File: src/rtl/packet_arbiter.sv
// Round-robin packet arbiter: shares one AXI-stream sink between INPUTS sources,
// holding each grant from the first beat through the tlast beat.
module packet_arbiter #(
   parameter int WIDTH  = 8,
   parameter int INPUTS = 2,   // 2..4, grant index is 2 bits wide
   parameter int CBITS  = 8
) (
   input  logic                      clock,
   input  logic                      reset,
   input  logic [INPUTS-1:0]         s_tvalid,
   output logic [INPUTS-1:0]         s_tready,
   input  logic [INPUTS-1:0]         s_tlast,
   input  logic [INPUTS*WIDTH-1:0]   s_tdata,
   output logic                      m_tvalid,
   input  logic                      m_tready,
   output logic                      m_tlast,
   output logic [WIDTH-1:0]          m_tdata,
   output logic                      busy_o,
   output logic [1:0]                grant_o,
   output logic [INPUTS*CBITS-1:0]   count_o
);

   typedef enum logic {IDLE, BUSY} state_t;

   state_t             r_state;
   state_t             w_state_next;
   logic [1:0]         r_grant;
   logic [1:0]         w_grant_next;
   logic [1:0]         r_last;
   logic [1:0]         w_last_next;
   logic               w_any_req;
   logic [1:0]         w_pick;
   logic               w_sel_valid;
   logic               w_sel_last;
   logic [WIDTH-1:0]   w_sel_data;
   logic               w_done;

   // Scan last+1, last+2, ... and take the first requester; iterating from the
   // farthest offset down lets the nearest one overwrite the pick.
   always_comb begin
      int idx;
      idx       = 0;
      w_any_req = 1'b0;
      w_pick    = 2'd0;
      for (int k = INPUTS; k >= 1; k--) begin
         idx = int'(r_last) + k;
         if (idx >= INPUTS) begin
            idx = idx - INPUTS;
         end
         for (int i = 0; i < INPUTS; i++) begin
            if ((i == idx) && s_tvalid[i]) begin
               w_any_req = 1'b1;
               w_pick    = 2'(i);
            end
         end
      end
   end

   always_comb begin
      w_sel_valid = 1'b0;
      w_sel_last  = 1'b0;
      w_sel_data  = '0;
      for (int i = 0; i < INPUTS; i++) begin
         if (r_grant == 2'(i)) begin
            w_sel_valid = s_tvalid[i];
            w_sel_last  = s_tlast[i];
            w_sel_data  = s_tdata[i*WIDTH +: WIDTH];
         end
      end
   end

   always_ff @(posedge clock) begin
      if (reset) begin
         r_state <= IDLE;
         r_grant <= 2'd0;
         r_last  <= 2'(INPUTS-1);
      end else begin
         r_state <= w_state_next;
         r_grant <= w_grant_next;
         r_last  <= w_last_next;
      end
   end

   // The output side is a pure pass-through of the granted source while BUSY.
   always_comb begin
      w_state_next = r_state;
      w_grant_next = r_grant;
      w_last_next  = r_last;
      w_done       = 1'b0;
      m_tvalid     = 1'b0;
      m_tlast      = 1'b0;
      m_tdata      = '0;
      case (r_state)
         IDLE: begin
            if (w_any_req) begin
               w_grant_next = w_pick;
               w_state_next = BUSY;
            end
         end
         BUSY: begin
            m_tvalid = w_sel_valid;
            m_tlast  = w_sel_last;
            m_tdata  = w_sel_data;
            if (w_sel_valid && m_tready && w_sel_last) begin
               w_done       = 1'b1;
               w_last_next  = r_grant;
               w_state_next = IDLE;
            end
         end
         default: w_state_next = IDLE;
      endcase
   end

   generate
      for (genvar gi = 0; gi < INPUTS; gi++) begin : g_src
         logic [CBITS-1:0] r_count;

         assign s_tready[gi] = (r_state == BUSY) && (r_grant == 2'(gi)) && m_tready;

         always_ff @(posedge clock) begin
            if (reset) begin
               r_count <= '0;
            end else if (w_done && (r_grant == 2'(gi))) begin
               r_count <= r_count + 1'b1;
            end
         end

         assign count_o[gi*CBITS +: CBITS] = r_count;
      end
   endgenerate

   assign busy_o  = (r_state == BUSY);
   assign grant_o = r_grant;

endmodule

File: config.mk
export PLATFORM = sky130hd
export DESIGN_NAME = packet_arbiter
export DESIGN_NICKNAME = d
export VERILOG_FILES = /design/src/rtl/packet_arbiter.sv
export SDC_FILE = /design/constraint.sdc
export NUM_CORES = 1
export LEC_CHECK = 0
export ABC_AREA = 0
export ABC_CLOCK_PERIOD_IN_PS = 2200
export CORE_MARGIN = 1
export CORE_UTILIZATION = 43
export CTS_CLUSTER_DIAMETER = 120
export DETAILED_ROUTE_END_ITERATION = 6
export GPL_ROUTABILITY_DRIVEN = 0
export PLACE_DENSITY = 0.89
export RECOVER_POWER = 25
export SYNTH_ARGS = -nofsm -noshare
export SYNTH_HDL_FRONTEND = slang
export SYNTH_SLANG_ARGS = --single-unit
File: constraint.sdc
create_clock -name clock -period 2.2 [get_ports clock]
set_input_delay 0.44 -clock clock [delete_from_list [all_inputs] [get_ports clock]]
set_output_delay 0.44 -clock clock [all_outputs]
set_load 0.01 [all_outputs]
==> results.txt, run 1 <==
status: finished, final reports clean
Skew-Pair Late Insertion Delay: 0.30 ns
ratio of cells with drive above 1 in the final layout: 6.32%
Die ar.: 2790 um^2
largest family of logic cells by synthesized area: simple AND/OR/NAND/NOR gates
setup TNS: 0 ns
IO buf count: 52
first-pass GRT wire length: 5.01 mm
CTS Sinks: 19
maxcap violations: 0
synthesized area per cell: 8.30 um^2
Hold Violations, Final: 0
n_diodes: 0
Clock Tree Root: clkbuf_4
cts-stage hold buffer count: 0
startpoint types: input port
prevailing post-synth register cell: dfxtp_1
Synth area leader: dfxtp_1
fmax: 462 MHz
post-synthesis compound-gate area fraction: 18.9%
VDD IR max: 0.338 mV
FFs w/ async S/R, synth: 0%
Clock Path Buffers: 2
num rows: 18
CP Max Fanout: 1
Synth warnings: 0
hold crit path type: reg2reg
Post-Synthesis Cells: 134
Core ar.: 2450 um^2
area grow syn2layout: 53.2%
vias: 1231
drt drc: 0
arrival time at the worst endpoint: 1.73 ns
Seq cells post-synth: 19
Synth cell types: 25
initial antenna violation count: 0
CTS tree: yes
Max Clock Skew: 0.00305 ns
vias in the first global route: 1196
top post-synthesis cells by area: dfxtp_1 (34%), mux2i_1 (9.0%), a21oi_1 (8.5%)
Syn Nets: 159
# IOs: 54
Initial Utilization: 45.3%
Pleak: 0.590 nW
Final Cell Area: 1700 um^2
Crit path required time: 1.76 ns
All-Layer GR Usage: 24.5%
Post-synth EDFFs: 0
Antenna Nets Post-Route: 0
post-synthesis sequential area ratio: 34.2%
worst-margin pin slew: 0.710 ns
final count of negative-setup-slack endpoints: 0
1st-pass router iterations: 4
Die Y: 52.9 um
Synth Area in Adders: 2.25%
H-tree levels: 1
Placed Area: 1690 um^2
post-synthesis cell area: 1110 um^2
Die W: 52.9 um
# Post-CTS Setup Buffers: 0
routed wire length: 3.11 mm
CTS resizes: 1
final worst-path cycle share: 98.4%
reg2reg setup slack: 0.44 ns
drt wl/cell: 14.1 um
Synth Area in XOR/XNOR: 0%
CTS Buf Count: 3
Worst Setup End Kind: output port
DRT iter0 DRCs: 19
placed wire-length estimate: 2.37 mm
clock slew at reported path FFs: 0.11 ns
P per Cell Area: 407 nW/um^2
CP Class: in2out
largest net degree at the start of global routing: 20
Final Util: 69.4%
Worst slew margin: 52.5%
grt total ovfl: 0
post-synth top area share: 34.2%
synth cell count leaders: a21oi_1 (19), dfxtp_1 (19)
Final Max Slew Viols: 0
post-route minimum period: 2.17 ns
DR vias/cell: 5.60
nets: 216
mux cell area share after synthesis: 9.00%
post-synthesis simple-gate area fraction: 29.5%
==> logic make-up after synthesis <==
kind of cell / count (synthesis)
adders and majority gates: 2
other: 1
buffers and inverters: 13
AOI/OAI and AO/OA: 37
muxes: 10
DFF: 19
and+or+nand+nor: 52
==> path summary, 6_finish.rpt <==
kind | start | cells after the start | endpoint
worst max-delay path | s_tdata[2] | 4 | m_tdata[2]
worst min register to register | g_src[0].r_count[7] | 2 | g_src[0].r_count[7]
worst max register to register | busy_o | 4 | g_src[1].r_count[7]
worst min-delay path | g_src[0].r_count[7] | 2 | g_src[0].r_count[7]
==> worst max-delay path, cell delays in order <==
cell,delay (ns)
clkdlybuf4s50_1,0.47
mux2i_1,0.08
nor2b_1,0.16
clkdlybuf4s50_1,0.56
==> per-stage QoR <==
| stage | total power, W | worst slack, ns | hold WS (ns) | cells |
|---|---|---|---|---|
| 2_1_floorplan | 0.000430 | 0.730 | 0.437 | 134 |
| 5_1_grt | 0.000720 | -0.0125 | 0.506 | 220 |
| 3_3_place_gp | 0.000524 | 0.0717 | 0.448 | 216 |
| 3_5_place_dp | 0.000527 | 0.0551 | 0.474 | 216 |
| 6_report | 0.000694 | 0.0346 | 0.485 | 220 |
| 4_1_cts | 0.000701 | 0.0390 | 0.489 | 220 |
==> per-layer routing <==
layer / GRT usage [%] / vias up / wire length (um)
met5: 0 / - / 0
met4: 9.21 / 0 / 52
met3: 5.17 / 5 / 172
met2: 44.5 / 47 / 1600
met1: 27.6 / 562 / 1280
li1: - / 617 / -
==> placed cells by master (no fill, tap or decap), types with 2 or more instances in the layout <==
cell,count
nand3_1,6
nor3_1,2
dlygate4sd3_1,8
nand3b_1,2
and3_1,2
clkbuf_1,3
a21oi_1,19
clkdlybuf4s50_1,43
o21ai_0,8
buf_4,6
clkbuf_4,3
inv_1,4
nand4_1,6
dfxtp_1,18
o31ai_1,10
nor2b_1,10
or3_1,5
ha_1,2
mux2i_1,10
nand2_1,6
or4_1,10
==> where the power goes <==
group / internal [W] / switching (W)
logic: 0.0000935 / 0.0000610
registers: 0.000347 / 0.0000128
clock network: 0.0000679 / 0.000111
==> registers in the layout (all words and copies together), names as in the netlist <==
name,count
busy_o,1
g_src.r_count,16
r_last,1
grant_o,1
==> cell type report <==
class	count	area, um^2
multi-input cells	102	661
clock buffers	3	22.5
inverters	4	15.0
fillers	201	751
well taps	30	37.5
repair buffers	61	579
flip-flops and latches	19	384
clock inverters	1	5.00
Power figures use the tool's default switching activity.
==> inputs of run 2 (changes only) <==
--- a/config.mk
+++ b/config.mk
@@ -8,12 +8,13 @@
 export ABC_AREA = 0
 export ABC_CLOCK_PERIOD_IN_PS = 2200
 export CORE_MARGIN = 1
-export CORE_UTILIZATION = 43
+export CORE_UTILIZATION = 40
 export CTS_CLUSTER_DIAMETER = 120
 export DETAILED_ROUTE_END_ITERATION = 6
 export GPL_ROUTABILITY_DRIVEN = 0
-export PLACE_DENSITY = 0.89
+export PLACE_DENSITY = 0.84
 export RECOVER_POWER = 25
 export SYNTH_ARGS = -nofsm -noshare
 export SYNTH_HDL_FRONTEND = slang
 export SYNTH_SLANG_ARGS = --single-unit
+export TNS_END_PERCENT = 20
==> run 2 against run 1 <==
  * Setup slack gained 0.016 ns
  * Sequential power is essentially flat
  * Routed wire length grew 2.3%
  * Non-clock buffer count grew 2
  * Worst hold slack lost 0.00099 ns
  * Utilization shrank 1.8 points
  * Global-route usage shrank 0.71 points
  * Sequential share of layout area shrank 0.14 points
  * Combinational power grew 5%
  * Cell area grew 0.95%
  * Critical path type unchanged
==> results.txt, run 2 (same netlist as run 1, synthesis figures left out) <==
status: finished, final reports clean
maxcap violations: 0 (unchanged)
Top reg by flops: g_src.r_count
ratio of cells with drive above 1 in the final layout: 7.81% (+1.5 points)
Clock Tree Root: clkbuf_4
Initial Utilization: 43.7% (-1.6 points)
CP Class: in2out
H-tree levels: 1 (unchanged)
most frequent CP cell: clkdlybuf4s50_1
Slowest-stage cell, CP: clkdlybuf4s50_1
startpoint types: input port
P per Cell Area: 407 nW/um^2 (about the same)
CP bufs+invs: 2 (unchanged)
commonest cells after routing, fill and taps aside: clkdlybuf4s50_1 (45), a21oi_1 (19), dfxtp_1 (17)
Int Pwr: 0.000517 W (+1.6%)
drt wl/cell: 14.3 um (+1.4%)
Pleak: 0.589 nW (-0.24%)
post-route minimum period: 2.15 ns (-0.0164 ns)
commonest non-fill, non-tap cell in the layout: clkdlybuf4s50_1
largest net degree at the start of global routing: 20 (unchanged)
cts-stage hold buffer count: 0 (unchanged)
routed wire length: 3.18 mm (+2.3%)
num rows: 18 (unchanged)
hold crit path type: reg2reg
CP Max Fanout: 3 (+2)
Max Clock Skew: 0.00319 ns (+0.000149 ns)
nets: 218 (+0.93%)
Die Y: 54.7 um (+3.5%)
Antenna Nets Post-Route: 0 (unchanged)
Clock Power Share: 25.6% (-0.2 points)
Worst Setup End Kind: output port
Core ar.: 2540 um^2 (+3.7%)
VDD IR max: 0.363 mV (+7.2%)
Crit path required time: 1.76 ns (about the same)
drt drc: 0 (unchanged)
Skew-Pair Late Insertion Delay: 0.30 ns (about the same)
vias: 1266 (+2.8%)
final worst-path cycle share: 97.7% (-0.75 points)
clock slew at reported path FFs: 0.11 ns (about the same)
setup TNS: 0 ns (unchanged)
fmax: 465 MHz (+0.76%)
Reg power frac: 51.3% (-0.6 points)
max reg flops: 16 (unchanged)
arrival time at the worst endpoint: 1.71 ns (-0.02 ns)
Die W: 54.7 um (+3.5%)
initial antenna violation count: 0 (unchanged)
first-pass GRT wire length: 5.02 mm (+0.14%)
final count of negative-setup-slack endpoints: 0 (unchanged)
Final Max Slew Viols: 0 (unchanged)
Die ar.: 3000 um^2 (+7.2%)
CTS tree: yes
slowest stage delay, CP: 0.55 ns (about the same)
setup repair after global routing missed its margin: false
1st-pass router iterations: 4 (unchanged)
sw power: 0.000184 W (-0.41%)
IO buf count: 52 (unchanged)
Hold Violations, Final: 0 (unchanged)
Worst slew margin: 53.4% (+0.88 points)
placed wire-length estimate: 2.47 mm (+4.1%)
Clock Path Buffers: 2 (unchanged)
CTS Sinks: 19 (unchanged)
PnR Total Power: 0.000701 W (+1.0%)
DRT iter0 DRCs: 18 (-1)
DR vias/cell: 5.70 (+1.9%)
crit path cell chain: clkdlybuf4s50_1 -> nand2_1 -> nor2_1 -> clkdlybuf4s50_1
area grow syn2layout: 54.7%
# IOs: 54 (unchanged)
worst-margin pin slew: 0.697 ns (-0.0132 ns)
Comb pwr share: 23.2% (+0.9 points)
sw frac: 26.3% (-0.38 points)
CP delay by family, top: buffers and inverters
n_diodes: 0 (unchanged)
vias in the first global route: 1149 (-3.9%)
grt total ovfl: 0 (unchanged)
CTS Buf Count: 3 (unchanged)
All-Layer GR Usage: 23.8% (-0.71 points)
-- run 2: changes by cell type in the layout (fill, tap and decap cells not counted), sizes merged --
cell / change
buf: +3
clkinv: -1
dlymetal6s2s: -1
dlygate4sd3: -1
clkdlybuf4s50: +2
-- run 2: area by class of cell --
class                      count  area [um^2]
fill                         223          825
multi-input combinational    102          661
timing repair buffer          63          596
sequential                    19          385
tap                           30         37.5
clock buffer                   4         26.3
inverter                       4         15.0
-- run 2: final timing paths --
path | start | end | slack, ns | cells after the start
max | m_tready | s_tready[0] | 0.05 | 4
min | g_src[0].r_count[7] | g_src[0].r_count[7] | 0.48 | 2
max reg2reg | grant_o[0] | g_src[1].r_count[6] | 0.58 | 4
min reg2reg | g_src[0].r_count[7] | g_src[0].r_count[7] | 0.48 | 2
-- run 2: power by group through the flow --
stage	combinational (W)	clock (W)	sequential, W
2_1_floorplan	0.0000693	0	0.000360
4_1_cts	0.000166	0.000182	0.000360
6_report	0.000162	0.000179	0.000359
3_3_place_gp	0.000161	0	0.000367
5_1_grt	0.000176	0.000196	0.000361
3_5_place_dp	0.000164	0	0.000367
-- run 2: tightest hold or removal path, cell delays in order (launching register included) --
cell     delay (ns)
dfxtp_1        0.33
o31ai_1        0.06
a21oi_1        0.06
-- run 2: metal layers --
metal | wire (um) | global-route usage, %
met1 | 1280 | 25.9
met2 | 1660 | 43.6
met4 | 53 | 10.3
met3 | 191 | 5.00
met5 | 0 | 0
-- run 2: what timing repair did --
action	in CTS	in global routing
setup buffers	0	0
gates resized for setup	1	2
endpoints found under the setup margin	12	11
-- run 2: metrics by stage --
step	area, um^2	utilization, %	hold WS, ns	setup slack [ns]	std cells
after global routing	1720	67.6	0.508	0.00166	222
after floorplan	1110	-	0.437	0.730	134
after detailed placement	1700	66.9	0.470	0.0482	218
after global placement	1700	66.9	0.446	0.0310	218
after CTS	1730	68.0	0.488	0.00374	222
final	1720	67.6	0.484	0.0510	222
==> inputs of run 3 (changes only) <==
--- a/config.mk
+++ b/config.mk
@@ -12,7 +12,7 @@
 export CTS_CLUSTER_DIAMETER = 120
 export DETAILED_ROUTE_END_ITERATION = 6
 export GPL_ROUTABILITY_DRIVEN = 0
-export PLACE_DENSITY = 0.84
+export PLACE_DENSITY = 0.85
 export RECOVER_POWER = 25
 export SYNTH_ARGS = -nofsm -noshare
 export SYNTH_HDL_FRONTEND = slang
==> run 3 against run 2 <==
  * Combinational power fell by 2%
  * Fmax rose by 1.2%
  * Clock skew rose by 0.0026 ns
  * Worst hold slack improved by 0.00084 ns
  * Sequential share of layout area fell by 0.17 points
  * Count of clock-buffer cells in the layout did not move
  * Via count fell by 0.79%
  * Critical path type unchanged
==> results.txt, run 3 (same netlist as run 1, synthesis figures left out) <==
CP bufs+invs: 2 (unchanged)
Crit path required time: 1.76 ns (about the same)
final count of negative-setup-slack endpoints: 0 (unchanged)
slowest stage delay, CP: 0.54 ns (about the same)
Clock Path Buffers: 2 (unchanged)
area grow syn2layout: 55.3%
Clock Tree Root: clkbuf_4
Worst Setup End Kind: output port
routed wire length: 3.23 mm (+1.8%)
Final Max Slew Viols: 0 (unchanged)
worst reg-to-reg path cell count: 4 (unchanged)
CTS tree: yes
Skew-Pair Late Insertion Delay: 0.30 ns (about the same)
CTS Buf Count: 3 (unchanged)
DR vias/cell: 5.66 (-0.79%)
post-route minimum period: 2.12 ns (-0.0261 ns)
setup TNS: 0 ns (unchanged)
Final Cell Area: 1730 um^2 (+0.44%)
# IOs: 54 (unchanged)
first-pass GRT wire length: 5.39 mm (+7.4%)
Die ar.: 3000 um^2 (unchanged)
worst-margin pin slew: 0.709 ns (+0.0120 ns)
1st-pass router iterations: 4 (unchanged)
Slowest-stage cell, CP: clkdlybuf4s50_1
setup repair after global routing missed its margin: false
crit path cell chain: clkdlybuf4s50_1 -> and3_1 -> clkdlybuf4s50_1
arrival time at the worst endpoint: 1.68 ns (-0.03 ns)
n_diodes: 0 (unchanged)
CP Max Fanout: 4 (+1)
nets: 218 (unchanged)
drt wl/cell: 14.6 um (+1.8%)
Max Clock Skew: 0.00575 ns (+0.00256 ns)
H-tree levels: 1 (unchanged)
DRT iter0 DRCs: 20 (+2)
Pleak: 0.637 nW (+8.2%)
grt total ovfl: 0 (unchanged)
final non-filler cell total: 222 (unchanged)
Hold Violations, Final: 0 (unchanged)
cts-stage hold buffer count: 0 (unchanged)
max reg flops: 16 (unchanged)
Placed Area: 1700 um^2 (unchanged)
P per Cell Area: 402 nW/um^2 (-1.2%)
CP Class: in2out
maxcap violations: 0 (unchanged)
Die Y: 54.7 um (unchanged)
Worst slew margin: 52.6% (-0.80 points)
clock slew at reported path FFs: 0.10 ns (about the same)
ratio of cells with drive above 1 in the final layout: 7.29% (-0.52 points)
Worst path depth: 3 (-1)
cell count of the worst hold path: 2 (unchanged)
drt drc: 0 (unchanged)
# Post-CTS Setup Buffers: 0 (unchanged)
final worst-path cycle share: 96.5% (-1.2 points)
initial antenna violation count: 0 (unchanged)
CP delay by family, top: buffers and inverters
vias in the first global route: 1253 (+9.1%)
Core ar.: 2540 um^2 (unchanged)
CTS Sinks: 19 (unchanged)
startpoint types: input port
fmax: 471 MHz (+1.2%)
All-Layer GR Usage: 25.0% (+1.2 points)
most frequent CP cell: clkdlybuf4s50_1
commonest non-fill, non-tap cell in the layout: clkdlybuf4s50_1
status: finished, final reports clean
number of instances in the placed design: 218 (unchanged)
IO buf count: 52 (unchanged)
Initial Utilization: 43.7% (unchanged)
num rows: 18 (unchanged)
Antenna Nets Post-Route: 0 (unchanged)
Top reg by flops: g_src.r_count
largest net degree at the start of global routing: 20 (unchanged)
Die W: 54.7 um (unchanged)
placed wire-length estimate: 2.53 mm (+2.5%)
hold crit path type: reg2reg
vias: 1256 (-0.79%)
commonest cells after routing, fill and taps aside: clkdlybuf4s50_1 (40), a21oi_1 (19), dfxtp_1 (18)
VDD IR max: 0.427 mV (+18%)
run 3: what timing repair did:
| action | 4_1_cts | 5_1_grt |
|---|---|---|
| resized for setup | 2 | 4 |
| setup endpoints to repair | 13 | 9 |
| pin swaps | 0 | 0 |
run 3: final timing paths:
kind | end | from | slack [ns]
worst max-delay path | s_tready[1] | m_tready | 0.08
worst min-delay path | r_last[0] | r_last[0] | 0.49
worst max register to register | g_src[1].r_count[5] | busy_o | 0.29
worst min register to register | r_last[0] | r_last[0] | 0.49
run 3: routing by layer:
metal	up-vias	global-route usage [%]	wire, um	part of all wire (%)
met2	54	45.6	1670	52
li1	618	-	-	-
met1	580	28.4	1320	41
met3	4	4.44	206	6.4
met5	-	0	0	0
met4	0	9.40	38	1.2
run 3: worst reg2reg max path: stages (launching register included):
cell	delay (ns)
dfxtp_1	0.57
clkbuf_1	0.32
nand4_2	0.23
or4_1	0.54
a21oi_1	0.18
run 3: per-stage QoR:
stage	utilization, %	total power, W	setup slack (ns)	hold WS, ns
2_1_floorplan	-	0.000430	0.730	0.437
3_3_place_gp	66.9	0.000525	0.0273	0.452
3_5_place_dp	66.9	0.000531	-0.00229	0.472
4_1_cts	67.9	0.000701	0.00134	0.491
5_1_grt	67.9	0.000730	0.0152	0.530
6_report	67.9	0.000695	0.0771	0.485
run 3: layout make-up:
class,count,area [um^2]
clock buffer,4,26.3
fill,208,817
inverter,4,15.0
timing repair buffer,63,598
tap,30,37.5
sequential,19,384
multi-input combinational,102,667
run 3: report_power, final:
| group | internal, W | leakage (nW) | switching, W |
|---|---|---|---|
| logic | 0.0000941 | 0.468 | 0.0000640 |
| clock network | 0.0000708 | 0.0150 | 0.000107 |
| registers | 0.000347 | 0.154 | 0.0000123 |
| total | 0.000512 | 0.637 | 0.000183 |
==> patch 1: new RTL, settings of run 2 <==
`WIDTH`: 8 -> 10.
--- a/src/rtl/packet_arbiter.sv
+++ b/src/rtl/packet_arbiter.sv
@@ -2,5 +2,5 @@
 // holding each grant from the first beat through the tlast beat.
 module packet_arbiter #(
-   parameter int WIDTH  = 8,
+   parameter int WIDTH  = 10,
    parameter int INPUTS = 2,   // 2..4, grant index is 2 bits wide
    parameter int CBITS  = 8
Ports: changed (resized m_tdata and s_tdata); port bits go from 54 to 60. The function was not compared with the original's and may differ.
==> patch 1 against run 2 <==
Sequential cell count did not move; highest routed layer unchanged; synthesized area fell by 0.45%; synthesized cell count rose by 0.75%; largest power group unchanged; worst setup slack improved by 0.014 ns; total power rose by 1.7%; count of clock-buffer cells in the layout did not move; design area rose by 5.6%; fmax rose by 0.64%; routed wire length rose by 6.9%.
==> patch 1: results (changes against run 2) <==
status=finished clean; Starting DRT DRC Count=34 (+16); clock skew=0.00355 ns (+0.000352 ns); Post-CTS Setup Bufs=0 (unchanged); post-layout net count=232 (+6.4%); Total GRT Usage=0.254 (+0.0163); CP peak stage delay=0.54 ns; start point of the critical path=m_tready; 1st-pass router iterations=4 (unchanged); Total Routed Length=3400 µm (+6.9%); CP top delay family=buffers and inverters; register area share after synthesis=0.344 (+0.00155); WHS Endpoint=g_src[0].r_count[7]$_SDFFE_PP0P_; DP Wirelength=2590 µm (+5.0%); ant diodes=0 (unchanged); Synth Net Count=164 (+3.1%); Area contributors post-synth=dfxtp_1 34%, mux2i_1 11%, a21oi_1 7.2%, o31ai_1 6.1%, or4_1 6.1%; crit path max fanout=3 (unchanged); Yosys warnings=0 (unchanged); synth unique cells=30 (+20%); hold_ws=0.504 ns (+0.0191 ns); layout filler cell count=204 (-8.5%); Register-to-Register Path Depth=5 (+1); worst r2r src=busy_o$_SDFF_PP0_; P_leak=0.000671 µW (+14%); first-pass GRT wire length=5360 µm (+6.9%); largest net degree at the start of global routing=15 (-25%); Inserted Clock Buffers=3 (unchanged); synthesized area per cell=8.20 µm² (-1.2%); reg-to-reg slack, setup=0.62 ns (+0.04 ns); CTS root buf=clkbuf_4; hold path cells=2 (unchanged); IO buf count=58 (+12%); share of layout cells above drive strength 1=0.0990 (+0.0209); Worst Hold Launch=g_src[0].r_count[7]$_SDFFE_PP0P_; Worst-path clk slew=0.11 ns (about the same); initial antenna violation count=0 (unchanged); worst vdd ir=0.000325 V (-11%); grt ovf=0 (unchanged); worst r2r dst=g_src[1].r_count[7]$_SDFFE_PP0P_; Hold Path Class=register to register; max reg flops=16 (unchanged); wire per inst=14.6 µm (+2.3%); via count=1,333 (+5.3%); Net Sw Frac=0.261 (-0.00174); Synth async-reset ratio=0 (unchanged); register bank with the most flops=g_src.r_count; synth cell count leaders=19 x dfxtp_1, 16 x a21oi_1, 13 x nor2_1, 12 x mux2i_1
[patch 1: worst reg2reg max path, cell delays in order (launching register included)]
cell and delay, ns:
dfxtp_1 0.35, buf_4 0.16, nand3_1 0.10, buf_4 0.19, nor4_1 0.30, mux2_2 0.37
[patch 1: worst max-delay path by stage]
| stage | to | slack, ns | cells after the start |
|---|---|---|---|
| 2_1_floorplan | m_tdata[0] | 0.68 | 4 |
| 3_3_place_gp | s_tready[0] | -0.01 | 5 |
| 3_5_place_dp | s_tready[0] | -0.02 | 5 |
| 4_1_cts | m_tdata[5] | 0.006 | 4 |
| 5_1_grt | m_tdata[1] | 0.008 | 4 |
| 6_report | s_tready[1] | 0.06 | 4 |
[patch 1: cell type report]
type | instances | area, µm² | share of cell area
timing repair buffer | 70 | 672 | 0.370
multi-input combinational | 101 | 667 | 0.367
sequential | 19 | 384 | 0.211
tap | 30 | 37.5 | 0.0207
inverter | 8 | 30.0 | 0.0165
clock buffer | 4 | 26.3 | 0.0145
[patch 1: timing repair]
action / CTS / global route
endpoints found under the setup margin: 11 / 11
resized for setup: 2 / 4
hold buffers: 0 / 0
[patch 1: power by group through the flow]
stage,Combinational (µW),Sequential [µW],Clock [µW]
after global routing,200,353,190
after CTS,187,353,177
after detailed placement,186,360,0
after global placement,182,360,0
after floorplan,66.3,362,0
final,186,352,174
[patch 1: stage by stage]
| stage | worst slack [ns] | cell area, µm² |
|---|---|---|
| 6_report | 0.0647 | 1820 |
| 5_1_grt | 0.00797 | 1820 |
| 4_1_cts | 0.00563 | 1810 |
| 3_5_place_dp | -0.0168 | 1780 |
| 2_1_floorplan | 0.683 | 1110 |
| 3_3_place_gp | -0.0120 | 1780 |
[patch 1: cells by family after synthesis]
group / after synthesis / synth area share
other: 1 / 0.00339
and+or+nand+nor: 50 / 0.266
adders and majority gates: 2 / 0.0226
AOI/OAI and AO/OA: 35 / 0.189
buffers and inverters: 15 / 0.0576
muxes: 13 / 0.119
DFF: 19 / 0.343
[patch 1: routing by layer]
| metal | wire, µm | vias up | global-route usage |
|---|---|---|---|
| li1 | - | 637 | - |
| met1 | 1320 | 630 | 0.271 |
| met2 | 1810 | 64 | 0.478 |
| met3 | 236 | 2 | 0.0583 |
| met4 | 27 | 0 | 0.0897 |
| met5 | 0 | - | 0 |
==> patch 2: new RTL, flow settings as in run 2 <==
Without the edit above. Make the reset (`reset`) asynchronous in 2 clocked blocks.
--- a/src/rtl/packet_arbiter.sv
+++ b/src/rtl/packet_arbiter.sv
@@ -70,5 +70,5 @@
    end
 
-   always_ff @(posedge clock) begin
+   always_ff @(posedge clock or posedge reset) begin
       if (reset) begin
          r_state <= IDLE;
@@ -118,5 +118,5 @@
          assign s_tready[gi] = (r_state == BUSY) && (r_grant == 2'(gi)) && m_tready;
 
-         always_ff @(posedge clock) begin
+         always_ff @(posedge clock or posedge reset) begin
             if (reset) begin
                r_count <= '0;
Formal check against the unedited RTL: differs if reset is asserted again (counterexample within 4 cycles, from zero or initial values and one cycle with reset high); with reset held inactive, the same outputs for 10 cycles.
==> patch 2 against run 2 <==
Routed wire length is 15% lower; design area is 2.9% lower; utilization is 0.18 points lower; synthesized area is 5.1% lower; fmax is 0.89% higher; sequential cell count stayed put; worst setup slack better by 0.019 ns; worst hold slack worse by 0.011 ns; count of clock-buffer cells in the layout stayed put; critical path depth is 1 lower.
Power is not compared: it rests on default switching activity, and its combinational part moved more than twofold at a synthesized area within 25%.
==> patch 2: results (changes against run 2) <==
reg-to-reg slack, setup=0.61 ns (+0.03 ns); wire per inst=14.1 µm (-1.7%); Yosys warnings=0 (unchanged); IO buf count=52 (unchanged); crit path max fanout=16 (+13); vias in the first global route=863 (-25%); fin util=0.674 (-0.00177); vias per cell=5.11 (-10%); Area contributors post-synth=dfrtp_1 43%, xor2_1 10%, mux2i_1 9.5%, nor2_1 5.0%, nor3_1 3.8%; Hold Path Class=register to register; DP Wirelength=2180 µm (-12%); Slew HR=0.532 (-0.00148); synth cell count leaders=18 x dfrtp_1, 14 x nor2_1, 12 x xor2_1, 10 x mux2i_1, 8 x nor3_1; Adder-Cell Fraction of Synth Area=0.0237 (+0.00120); 1st-pass router iterations=4 (unchanged); CTS root buf=clkbuf_4; placed inst area=1620 µm² (-4.6%); layout filler cell count=191 (-14%); Synth Net Count=131 (-18%); register area share after synthesis=0.451 (+0.109); first-pass GRT wire length=3800 µm (-24%); status=finished clean; post-synthesis mux area share=0.116 (+0.0261); post-layout net count=189 (-13%); Synth async-reset ratio=1.00 (+1.00); Compound-Gate Fraction of Synth Area=0.0296 (-0.159); share of layout cells above drive strength 1=0.0859 (+0.00776); clock skew=0.000681 ns (-0.00251 ns); crit path DAT=1.69 ns (-0.02 ns); Total GRT Usage=0.191 (-0.0474); Starting DRT DRC Count=16 (-2)
==> patch 2: final cells by class <==
class                      instances  share of cell area
multi-input combinational         77               0.317
tap                               30              0.0225
timing repair buffer              57               0.343
inverter                           6              0.0135
sequential                        19               0.288
clock buffer                       4              0.0157
==> patch 2: worst max-delay path, cell delays in order, from the launching register on <==
cell	delay, ns
dfrtp_4	0.60
mux2i_1	0.15
nor2_1	0.09
clkdlybuf4s50_1	0.55
==> patch 2: cells by family after synthesis <==
group | after synthesis
multiplexers | 12
AND/OR/NAND/NOR | 43
XOR/XNOR | 14
buffers and inverters | 10
AO/OA/AOI/OAI | 5
flip-flops | 19
adder cells (fa/ha/maj) | 2
other | 1
==> patch 2: power groups by stage <==
stage	registers (µW)	logic, µW	clock network, µW
after floorplan	585	373	0
after global placement	609	749	0
after detailed placement	617	771	0
after CTS	611	772	177
after global routing	639	823	193
final	619	756	175
==> patch 2: worst paths after layout <==
path,from,cells past startpoint,to
max,grant_o[0]$_DFFE_PP0P_,3,m_tdata[2]
min in group asynchronous,reset,2,g_src[1].r_count[7]$_DFFE_PP0P_
max in group asynchronous,reset,2,grant_o[0]$_DFFE_PP0P_
min reg2reg,g_src[0].r_count[7]$_DFFE_PP0P_,1,g_src[0].r_count[7]$_DFFE_PP0P_
max reg2reg,grant_o[0]$_DFFE_PP0P_,4,g_src[0].r_count[7]$_DFFE_PP0P_
min,g_src[0].r_count[7]$_DFFE_PP0P_,1,g_src[0].r_count[7]$_DFFE_PP0P_
==> patch 2: stage by stage <==
stage          total power (µW)  instances  hold slack (ns)  setup slack (ns)
2_1_floorplan               958        106            0.390             0.725
3_3_place_gp               1360        189            0.456            0.0359
3_5_place_dp               1390        189            0.460            0.0250
4_1_cts                    1560        193            0.477          0.000760
5_1_grt                    1650        193            0.485           0.00467
6_report                   1550        193            0.473            0.0701
==> patch 2: per-layer routing <==
| metal | wire length, µm | part of all wire | track usage |
|---|---|---|---|
| met1 | 1030 | 0.38 | 0.191 |
| met2 | 1420 | 0.52 | 0.367 |
| met3 | 229 | 0.084 | 0.0431 |
| met4 | 38 | 0.014 | 0.0789 |
| met5 | 0 | 0 | 0 |
